$ cat config.mk
export PLATFORM = sky130hd
export DESIGN_NAME = mmio_hub
export DESIGN_NICKNAME = d
export VERILOG_FILES = /design/src/rtl/mmio_pkg.sv /design/src/rtl/mmio_decode.sv /design/src/rtl/mmio_hub.sv
export SDC_FILE = /design/constraint.sdc
export NUM_CORES = 1
export LEC_CHECK = 0
export ABC_AREA = 1
export CORE_AREA = 4 4 129 131
export CTS_BUF_LIST = sky130_fd_sc_hd__clkbuf_8
export CTS_CLUSTER_DIAMETER = 100
export DETAILED_ROUTE_END_ITERATION = 16
export DIE_AREA = 0 0 133 135
export GPL_TIMING_DRIVEN = 0
export HOLD_SLACK_MARGIN = 0.12
export MAX_ROUTING_LAYER = met4
export PLACE_DENSITY_LB_ADDON = 0.15
export SKIP_LAST_GASP = 1
export SLEW_MARGIN = 40
export SYNTH_ARGS = -nofsm -noshare
export SYNTH_HDL_FRONTEND = slang
export SYNTH_SLANG_ARGS = --single-unit
$ cat constraint.sdc
create_clock -name clk -period 1.9 [get_ports clk]
set_input_delay 0.19 -clock clk [delete_from_list [all_inputs] [get_ports clk]]
set_output_delay 0.19 -clock clk [all_outputs]
set_load 0.01 [all_outputs]
$ cat src/rtl/mmio_pkg.sv
// mmio_pkg: shared types and constants for the memory-mapped I/O hub.
// Holds the hub state encoding, the read data returned on a failed access,
// and the default peripheral base addresses used when the top is built.
package mmio_pkg;

    typedef enum logic [1:0] {
        ST_IDLE   = 2'd0,
        ST_ACCESS = 2'd1,
        ST_DONE   = 2'd2,
        ST_ERR    = 2'd3
    } mmio_state_t;

    // Read data handed back to the CPU whenever an access ends in error
    localparam logic [31:0] MMIO_ERR_RDATA = 32'hDEAD_BEEF;

    // Default peripheral windows (64 KiB each with the default mask)
    localparam logic [31:0] DRAM_BASE = 32'h1001_0000;
    localparam logic [31:0] SEG7_BASE = 32'h1002_0000;
    localparam logic [31:0] SW_BASE   = 32'h1003_0000;
    localparam logic [31:0] KB_BASE   = 32'h1004_0000;

endpackage

$ cat src/rtl/mmio_decode.sv
// mmio_decode: combinational base/mask address decoder.
// Channel i matches when (addr & mask_i) == base_i; when several channels
// match, the lowest index is reported.
module mmio_decode #(
    parameter int                   N_CH    = 4,
    parameter int                   AW      = 32,
    parameter logic [N_CH*AW-1:0]   CH_BASE = {N_CH{32'h0}},
    parameter logic [N_CH*AW-1:0]   CH_MASK = {N_CH{32'hFFFF_0000}},
    localparam int                  IW      = (N_CH > 1) ? $clog2(N_CH) : 1
) (
    input  logic [AW-1:0] addr,
    output logic          hit,
    output logic [IW-1:0] idx
);

    // Scan from the highest channel down so the lowest matching index is left last
    always_comb begin
        hit = 1'b0;
        idx = '0;
        for (int i = N_CH - 1; i >= 0; i--) begin
            if ((addr & CH_MASK[i*AW +: AW]) == CH_BASE[i*AW +: AW]) begin
                hit = 1'b1;
                idx = IW'(i);
            end
        end
    end

endmodule

$ cat src/rtl/mmio_hub.sv
// mmio_hub: CPU data port to N peripheral channels with base/mask decode,
// ready/stall handshake and sticky error capture.
// Optional feature: define MMIO_TIMEOUT_EN to abort an ACCESS that has not
// seen ready after TIMEOUT+1 cycles; without it ACCESS waits indefinitely.
module mmio_hub
    import mmio_pkg::*;
#(
    parameter int                   N_CH    = 4,
    parameter int                   DW      = 32,
    parameter int                   AW      = 32,
    parameter logic [N_CH*AW-1:0]   CH_BASE = {N_CH{32'h0}},
    parameter logic [N_CH*AW-1:0]   CH_MASK = {N_CH{32'hFFFF_0000}},
    parameter int                   TIMEOUT = 255
) (
    input  logic                 clk,
    input  logic                 rst,
    input  logic                 cpu_cs,
    input  logic                 cpu_we,
    input  logic [AW-1:0]        cpu_addr,
    input  logic [DW-1:0]        cpu_wdata,
    output logic [DW-1:0]        cpu_rdata,
    output logic                 cpu_stall,
    output logic [N_CH-1:0]      per_cs,
    output logic                 per_we,
    output logic [AW-1:0]        per_addr,
    output logic [DW-1:0]        per_wdata,
    input  logic [N_CH*DW-1:0]   per_rdata,
    input  logic [N_CH-1:0]      per_ready,
    output logic                 err_flag,
    output logic [AW-1:0]        err_addr,
    input  logic                 err_clr
);

    localparam int IW = (N_CH > 1) ? $clog2(N_CH) : 1;

    mmio_state_t     r_state;
    logic [IW-1:0]   r_idx;
    logic            r_we;
    logic [AW-1:0]   r_addr;
    logic [DW-1:0]   r_wdata;
    logic [DW-1:0]   r_rdata;
    logic            r_err_flag;
    logic [AW-1:0]   r_err_addr;

    logic            w_hit;
    logic [IW-1:0]   w_idx;
    logic            w_sel_ready;
    logic [DW-1:0]   w_sel_rdata;
    logic            w_timeout;
    logic            w_err_evt;
    logic [AW-1:0]   w_err_addr;

    mmio_decode #(
        .N_CH    (N_CH),
        .AW      (AW),
        .CH_BASE (CH_BASE),
        .CH_MASK (CH_MASK)
    ) u_decode (
        .addr (cpu_addr),
        .hit  (w_hit),
        .idx  (w_idx)
    );

    // Only the latched channel's ready and read data are ever looked at
    assign w_sel_ready = per_ready[r_idx];
    assign w_sel_rdata = per_rdata[r_idx*DW +: DW];

`ifdef MMIO_TIMEOUT_EN
    localparam int TO_W = $clog2(TIMEOUT + 1);
    logic [TO_W-1:0] r_tocnt;

    // Cycle counter for the current ACCESS; held at zero outside it so every access starts fresh
    always_ff @(posedge clk or negedge rst) begin
        if (!rst) begin
            r_tocnt <= '0;
        end else if (r_state == ST_ACCESS) begin
            r_tocnt <= r_tocnt + 1'b1;
        end else begin
            r_tocnt <= '0;
        end
    end

    assign w_timeout = (r_tocnt == TO_W'(TIMEOUT));
`else
    assign w_timeout = 1'b0;
`endif

    // Main handshake FSM: latch the request, wait for the channel, then release the CPU
    always_ff @(posedge clk or negedge rst) begin
        if (!rst) begin
            r_state <= ST_IDLE;
            r_idx   <= '0;
            r_we    <= 1'b0;
            r_addr  <= '0;
            r_wdata <= '0;
            r_rdata <= '0;
        end else begin
            case (r_state)
                ST_IDLE: begin
                    if (cpu_cs) begin
                        r_addr  <= cpu_addr;
                        r_wdata <= cpu_wdata;
                        r_we    <= cpu_we;
                        r_idx   <= w_idx;
                        if (w_hit) begin
                            r_state <= ST_ACCESS;
                        end else begin
                            r_state <= ST_ERR;
                            r_rdata <= DW'(MMIO_ERR_RDATA);
                        end
                    end
                end
                ST_ACCESS: begin
                    if (w_sel_ready) begin
                        if (!r_we) begin
                            r_rdata <= w_sel_rdata;
                        end
                        r_state <= ST_DONE;
                    end else if (w_timeout) begin
                        r_state <= ST_ERR;
                        r_rdata <= DW'(MMIO_ERR_RDATA);
                    end
                end
                ST_DONE: r_state <= ST_IDLE;
                ST_ERR:  r_state <= ST_IDLE;
                default: r_state <= ST_IDLE;
            endcase
        end
    end

    // An error is either an unmapped request in IDLE or an expired wait in ACCESS
    assign w_err_evt  = ((r_state == ST_IDLE) && cpu_cs && !w_hit) ||
                        ((r_state == ST_ACCESS) && !w_sel_ready && w_timeout);
    assign w_err_addr = (r_state == ST_IDLE) ? cpu_addr : r_addr;

    // Sticky error capture: keep the first address, but a new error outranks a same-cycle clear
    always_ff @(posedge clk or negedge rst) begin
        if (!rst) begin
            r_err_flag <= 1'b0;
            r_err_addr <= '0;
        end else if (w_err_evt) begin
            r_err_flag <= 1'b1;
            if (!r_err_flag || err_clr) begin
                r_err_addr <= w_err_addr;
            end
        end else if (err_clr) begin
            r_err_flag <= 1'b0;
            r_err_addr <= '0;
        end
    end

    assign cpu_stall = ((r_state == ST_IDLE) && cpu_cs) || (r_state == ST_ACCESS);
    assign per_cs    = (r_state == ST_ACCESS) ? (N_CH'(1) << r_idx) : '0;
    assign per_we    = (r_state == ST_ACCESS) && r_we;
    assign per_addr  = r_addr;
    assign per_wdata = r_wdata;
    assign cpu_rdata = r_rdata;
    assign err_flag  = r_err_flag;
    assign err_addr  = r_err_addr;

endmodule

# Word level (Yosys, flattened, before mapping)
# Index checks and enable logic that the tools add are counted.
[word_totals]
inputBits = 201
elab_cells = 48
out_inout_bits = 135
register_bits = 132
[classes]
reduce_logical = 16
n_eq_ne = 8
muxes = 17
[op_table]
columns = ["cell", "count"]
rows = [
  ["$mux W32", 8],
  ["$pmux W32 S2", 1],
  ["$logic_not A32 Y1", 1],
  ["$ne A2 B2 Y1 const B", 4],
  ["$mux W2", 3],
  ["$pmux W2 S3", 1],
  ["$reduce_and A2 Y1", 3],
  ["$reduce_and A5 Y1", 1],
  ["$eq A2 B2 Y1 const B", 2],
  ["$mux W1", 4],
  ["$reduce_bool A2 Y1", 2],
  ["$logic_and A1 B1 Y1", 3],
  ["$eq A2 B1 Y1 const B", 1],
  ["$logic_not A1 Y1", 2],
  ["$logic_not A2 Y1", 1],
  ["$logic_or A1 B1 Y1", 2],
  ["$ne A2 B1 Y1 const B", 1],
  ["$reduce_or A2 Y1", 1],
]

# Depth between registers and ports, before layout
[depth]
word_depth = 6
ltp_mapped = 9
depth_no_buf = 8

# Hierarchy
# A second synthesis with hierarchy kept.
[hier_totals]
cells_unflattened = 956
hier_area_um2 = 6890.4
[modules_own_cells]
columns = ["mod", "instances", "area_per_inst_um2", "seq_area_each_um2", "cells_per_inst"]
rows = [
  ["mmio_hub", 1, 6767.7, 3353.2, 926],
  ["mmio_decode", 1, 122.6, 0.0, 30],
]

# Least setup slack after synthesis
# No wires, ideal clock.
[synth_path]
path_type = "reg2reg"
start = "register r_state[1]"
end = "register r_rdata[14] (netlist: cpu_rdata[14])"
n_path_buf = 1
stages_incl_launch_ff = 10
slack_ns = 0.582
arrival_ns = 1.201
setup_ns = 0.117
path_cell_list = "dfrtp_1 -> nor2_2 -> nand2_2 -> o21ai_2 -> inv_2 -> nor2_4 -> nand2_2 -> buf_6 -> nand2_1 -> nand2_1"
[synth_via]
elab_chain_len = 3
word_cells_on_any_way = 9
[synth_rtl]
columns = ["item", "line", "source"]
rows = [
  ["start: declaration", "mmio_hub.sv:36", "mmio_state_t r_state;"],
  ["start signal: assignment", "mmio_hub.sv:91", "r_state <= ST_IDLE;"],
  ["start signal: assignment", "mmio_hub.sv:106", "r_state <= ST_ACCESS;"],
  ["start signal: assignment", "mmio_hub.sv:108", "r_state <= ST_ERR;"],
  ["$eq A2 B1 Y1 / $logic_not A2 Y1 (equally long branches)", "mmio_hub.sv:98", "case (r_state)"],
  ["$ne A2 B2 Y1 (no line) / $reduce_bool A2 Y1 (equally long branches)", "-", ""],
  ["$reduce_and A5 Y1 (no line)", "-", ""],
  ["end signal: assignment", "mmio_hub.sv:109", "r_rdata <= DW'(MMIO_ERR_RDATA);"],
  ["end signal: assignment", "mmio_hub.sv:116", "r_rdata <= w_sel_rdata;"],
  ["end signal: assignment", "mmio_hub.sv:121", "r_rdata <= DW'(MMIO_ERR_RDATA);"],
  ["end: declaration", "mmio_hub.sv:41", "logic [DW-1:0] r_rdata;"],
]
# Several ways; a longest one is shown, not always the timed one.
# A chain may end at the register's enable or synchronous reset.

# Final worst setup path
[layout_path]
start = "register r_state[0]"
end = "output port cpu_stall"
[layout_via]
elab_chain_len = 3
word_cells_on_any_way = 4
[layout_rtl]
columns = ["item", "line", "source"]
rows = [
  ["$logic_not A2 Y1", "mmio_hub.sv:152", "assign cpu_stall = ((r_state == ST_IDLE) && cpu_cs) || (r_state == ST_ACCESS);"],
  ["$logic_and A1 B1 Y1", "mmio_hub.sv:152", ""],
  ["$logic_or A1 B1 Y1 (*)", "mmio_hub.sv:152", ""],
  ["end: declaration", "mmio_hub.sv:22", "output logic cpu_stall,"],
]
# Mark *: on every way between the ends. The rest lies on a longest branch, timed or not.

==> results by group <==
Run status
  • Status: completed

Floorplan
  • Die Ht: 135 µm
  • Initial Util: 0.368
  • Die ar.: 18000 µm²
  • Core area: 15600 µm²
  • Num rows: 46
  • Top Ports: 336
  • Chip width: 133 µm

Global routing
  • First-pass GRT wire length: 27.9 mm
  • Congestion Overflow GR: 0
  • GRT Util Overall: 0.202
  • Initial antenna violation count: 0
  • Largest net degree at the start of global routing: 70
  • Vias in the first global route: 5340

Drt
  • Iter 0 DRT Violations: 295
  • Via count: 5417
  • Post-route ant nets: 0
  • First drt pass iteration count: 5
  • Routed wire length: 17.5 mm
  • Vias/cell: 4.65
  • Detailed-route DRC error count: 0
  • Routed len/inst: 15.0 µm

Min path
  • Worst min path class: input pin to flop

STA
  • Final min period: 1.77 ns
  • Crit share post-route: 0.934
  • Final Slew Violations: 0
  • Worst Max-Slew Pin Slew: 0.528 ns
  • Max Clk Rate: 564 MHz
  • Final setup violation count: 0
  • Final Hold Fails: 0
  • Clock Skew: 0.00972 ns
  • Max transition margin: 0.646
  • Setup TNS: 0 ns

Layout
  • Reg area: 3300 µm²
  • Diodes inserted: 0
  • Multi-input logic area: 2090 µm²
  • Commonest cells after routing, fill and taps aside: 259 x nand2_1, 229 x clkdlybuf4s50_1, 132 x dfrtp_1
  • P&R area growth vs syn: 54.5%
  • Layout filler cell count: 1410
  • Fraction of layout instances using a drive strength above 1: 0.107
  • Commonest non-fill, non-tap cell in the layout: nand2_1
  • Nets: 1136

Critical path
  • RR Endpoint: err_addr[12]$_DFFE_PN0P_
  • Crit path to: cpu_stall
  • WS Path Type: flop to output pin
  • RR Startpoint: r_state[1]$_DFFE_PN0P_
  • Worst setup SP type: flop
  • Worst path top cell family by delay: buffers and inverters
  • Critical path arrival: 1.58 ns
  • Crit path capture type: output pin
  • Critical path data required time: 1.71 ns
  • Register-to-register setup slack: 0.23 ns
  • Critical-path top delay cell: dfrtp_1
  • CP bufs+invs: 3
  • R2R cell count: 6
  • Crit-path cells: nand2_1, buf_6, buf_6, nand2_1, dlygate4sd2_1
  • Worst path depth: 5
  • Critical Path Start: r_state[0]$_DFFE_PN0P_
  • Crit-path max FO: 10
  • Worst path max stage delay: 0.42 ns

Clock network
  • Bufs on Longest Clock Path: 2
  • Clock Latency Late Sink: 0.44 ns
  • CTS Buf Count: 17
  • TritonCTS clock tree: yes
  • Clock transition at path regs: 0.08 ns
  • Root buffer cell: clkbuf_8
  • Sink Count: 132
  • H-Tree Depth: 4

Logic synthesis
  • Synthesized flop and latch total: 132
  • Synth Instances: 676
  • Unique cell type count in the Yosys netlist: 23
  • Cell area after synthesis: 5730 µm²
  • Avg Inst Size Synth: 8.48 µm²
  • Syn. warnings: 0
  • Register area share after synthesis: 0.576

Power and ir drop
  • Final Power: 0.0148 W
  • Leak pwr: 4.28 nW
  • VDD IR max: 0.688 mV
  • PD cells: 1670 nW/µm²

Placed design
  • GPL Wtd Cong: 0.814
  • Port bufs: 233
  • Dpl hpwl: 12.7 mm

Run
  • Maxcap violations: 0
-- worst min-delay path by stage --
stage / from / to / slack [ns] / cells past startpoint
6_report: cpu_wdata[4] / per_wdata[4]$_DFFE_PN0P_ / 0.28 / 3
3_5_place_dp: rst / per_addr[9]$_DFFE_PN0P_ / 0.19 / 1
4_1_cts: cpu_wdata[2] / per_wdata[2]$_DFFE_PN0P_ / 0.24 / 3
2_1_floorplan: rst / cpu_rdata[0]$_DFFE_PN0P_ / -0.11 / 0
3_3_place_gp: cpu_rdata[17]$_DFFE_PN0P_ / cpu_rdata[17]$_DFFE_PN0P_ / 0.45 / 2
5_1_grt: cpu_wdata[1] / per_wdata[1]$_DFFE_PN0P_ / 0.25 / 3
-- sequential cells by signal, indices dropped and copies added, names as in the netlist --
| name | flops |
|---|---|
| per_wdata | 32 |
| per_addr | 32 |
| r_we | 1 |
| cpu_rdata | 32 |
| err_flag | 1 |
| err_addr | 32 |
| r_state | 2 |
-- through the flow --
stage / setup WS (ns) / cells / hold WS (ns) / util / area, µm²
after global routing: -0.00561 / 1164 / 0.247 / 0.568 / 8850
final: 0.126 / 1164 / 0.275 / 0.568 / 8850
after floorplan: 0.582 / 678 / -0.106 / - / 5740
after detailed placement: -0.213 / 1128 / 0.193 / 0.537 / 8380
after global placement: -4.85 / 1127 / 0.453 / 0.535 / 8340
after CTS: -0.0287 / 1159 / 0.243 / 0.564 / 8800
-- power breakdown --
part           switching, W  leakage [nW]  internal (W)
logic               0.00370          2.43       0.00373
clock network       0.00114         0.200       0.00131
registers          0.000774          1.65       0.00414
-- cells in the mapped netlist --
master	number	area, µm²
nand4_1	27	169
a21oi_1	19	95.1
nand3_1	66	330
o21ai_1	1	5.00
nand2_2	2	12.5
dfrtp_1	132	3300
o22ai_1	3	18.8
nor2_1	32	120
nand3_2	2	20.0
buf_6	3	33.8
buf_1	2	7.51
conb_1	1	3.75
buf_4	8	60.1
o21ai_0	25	125
inv_1	30	113
o21ai_2	1	8.76
nor2_2	1	6.26
clkbuf_1	16	60.1
or2_2	24	150
buf_2	17	85.1
inv_2	3	11.3
nand2_1	259	972
nor2_4	2	22.5
-- cell type report --
| cell class | instances | area share |
|---|---|---|
| tap | 216 | 0.0305 |
| multi-input combinational | 467 | 0.236 |
| clock buffer | 21 | 0.0326 |
| inverter | 33 | 0.0140 |
| buffer | 44 | 0.0280 |
| timing repair buffer | 240 | 0.272 |
| sequential | 132 | 0.373 |
| clock inverter | 11 | 0.0143 |
-- tightest hold or removal path: stages --
cell and delay (ns):
clkdlybuf4s50_1 0.39, nand2_1 0.06, nand2_1 0.04
-- routing by layer --
layer  global-route usage  vias to the layer above  routed length [µm]
li1                     -                     2672                   -
met1                0.269                     2534                7940
met4               0.0583                        0                 258
met3               0.0577                       21                1210
met5                    -                        -                   0
met2                0.302                      190                8090
-- cell families (layout without fill, tap and decap cells) --
group / after synthesis / after routing / synth area share
other: 1 / 3 / 0.000654
buffers and inverters: 79 / 349 / 0.0646
DFF: 132 / 132 / 0.576
and+or+nand+nor: 415 / 415 / 0.314
AOI/OAI and AO/OA: 49 / 49 / 0.0441
-- repair_timing --
item                       4_1_cts  5_1_grt
gates cloned                     0        0
hold buffers                     1        0
setup buffers                    0        5
hold endpoints to repair        68        0
pin swaps                        0        0
setup endpoints to repair        3        4
gates resized for setup          6        5
Power figures use the tool's default switching activity.
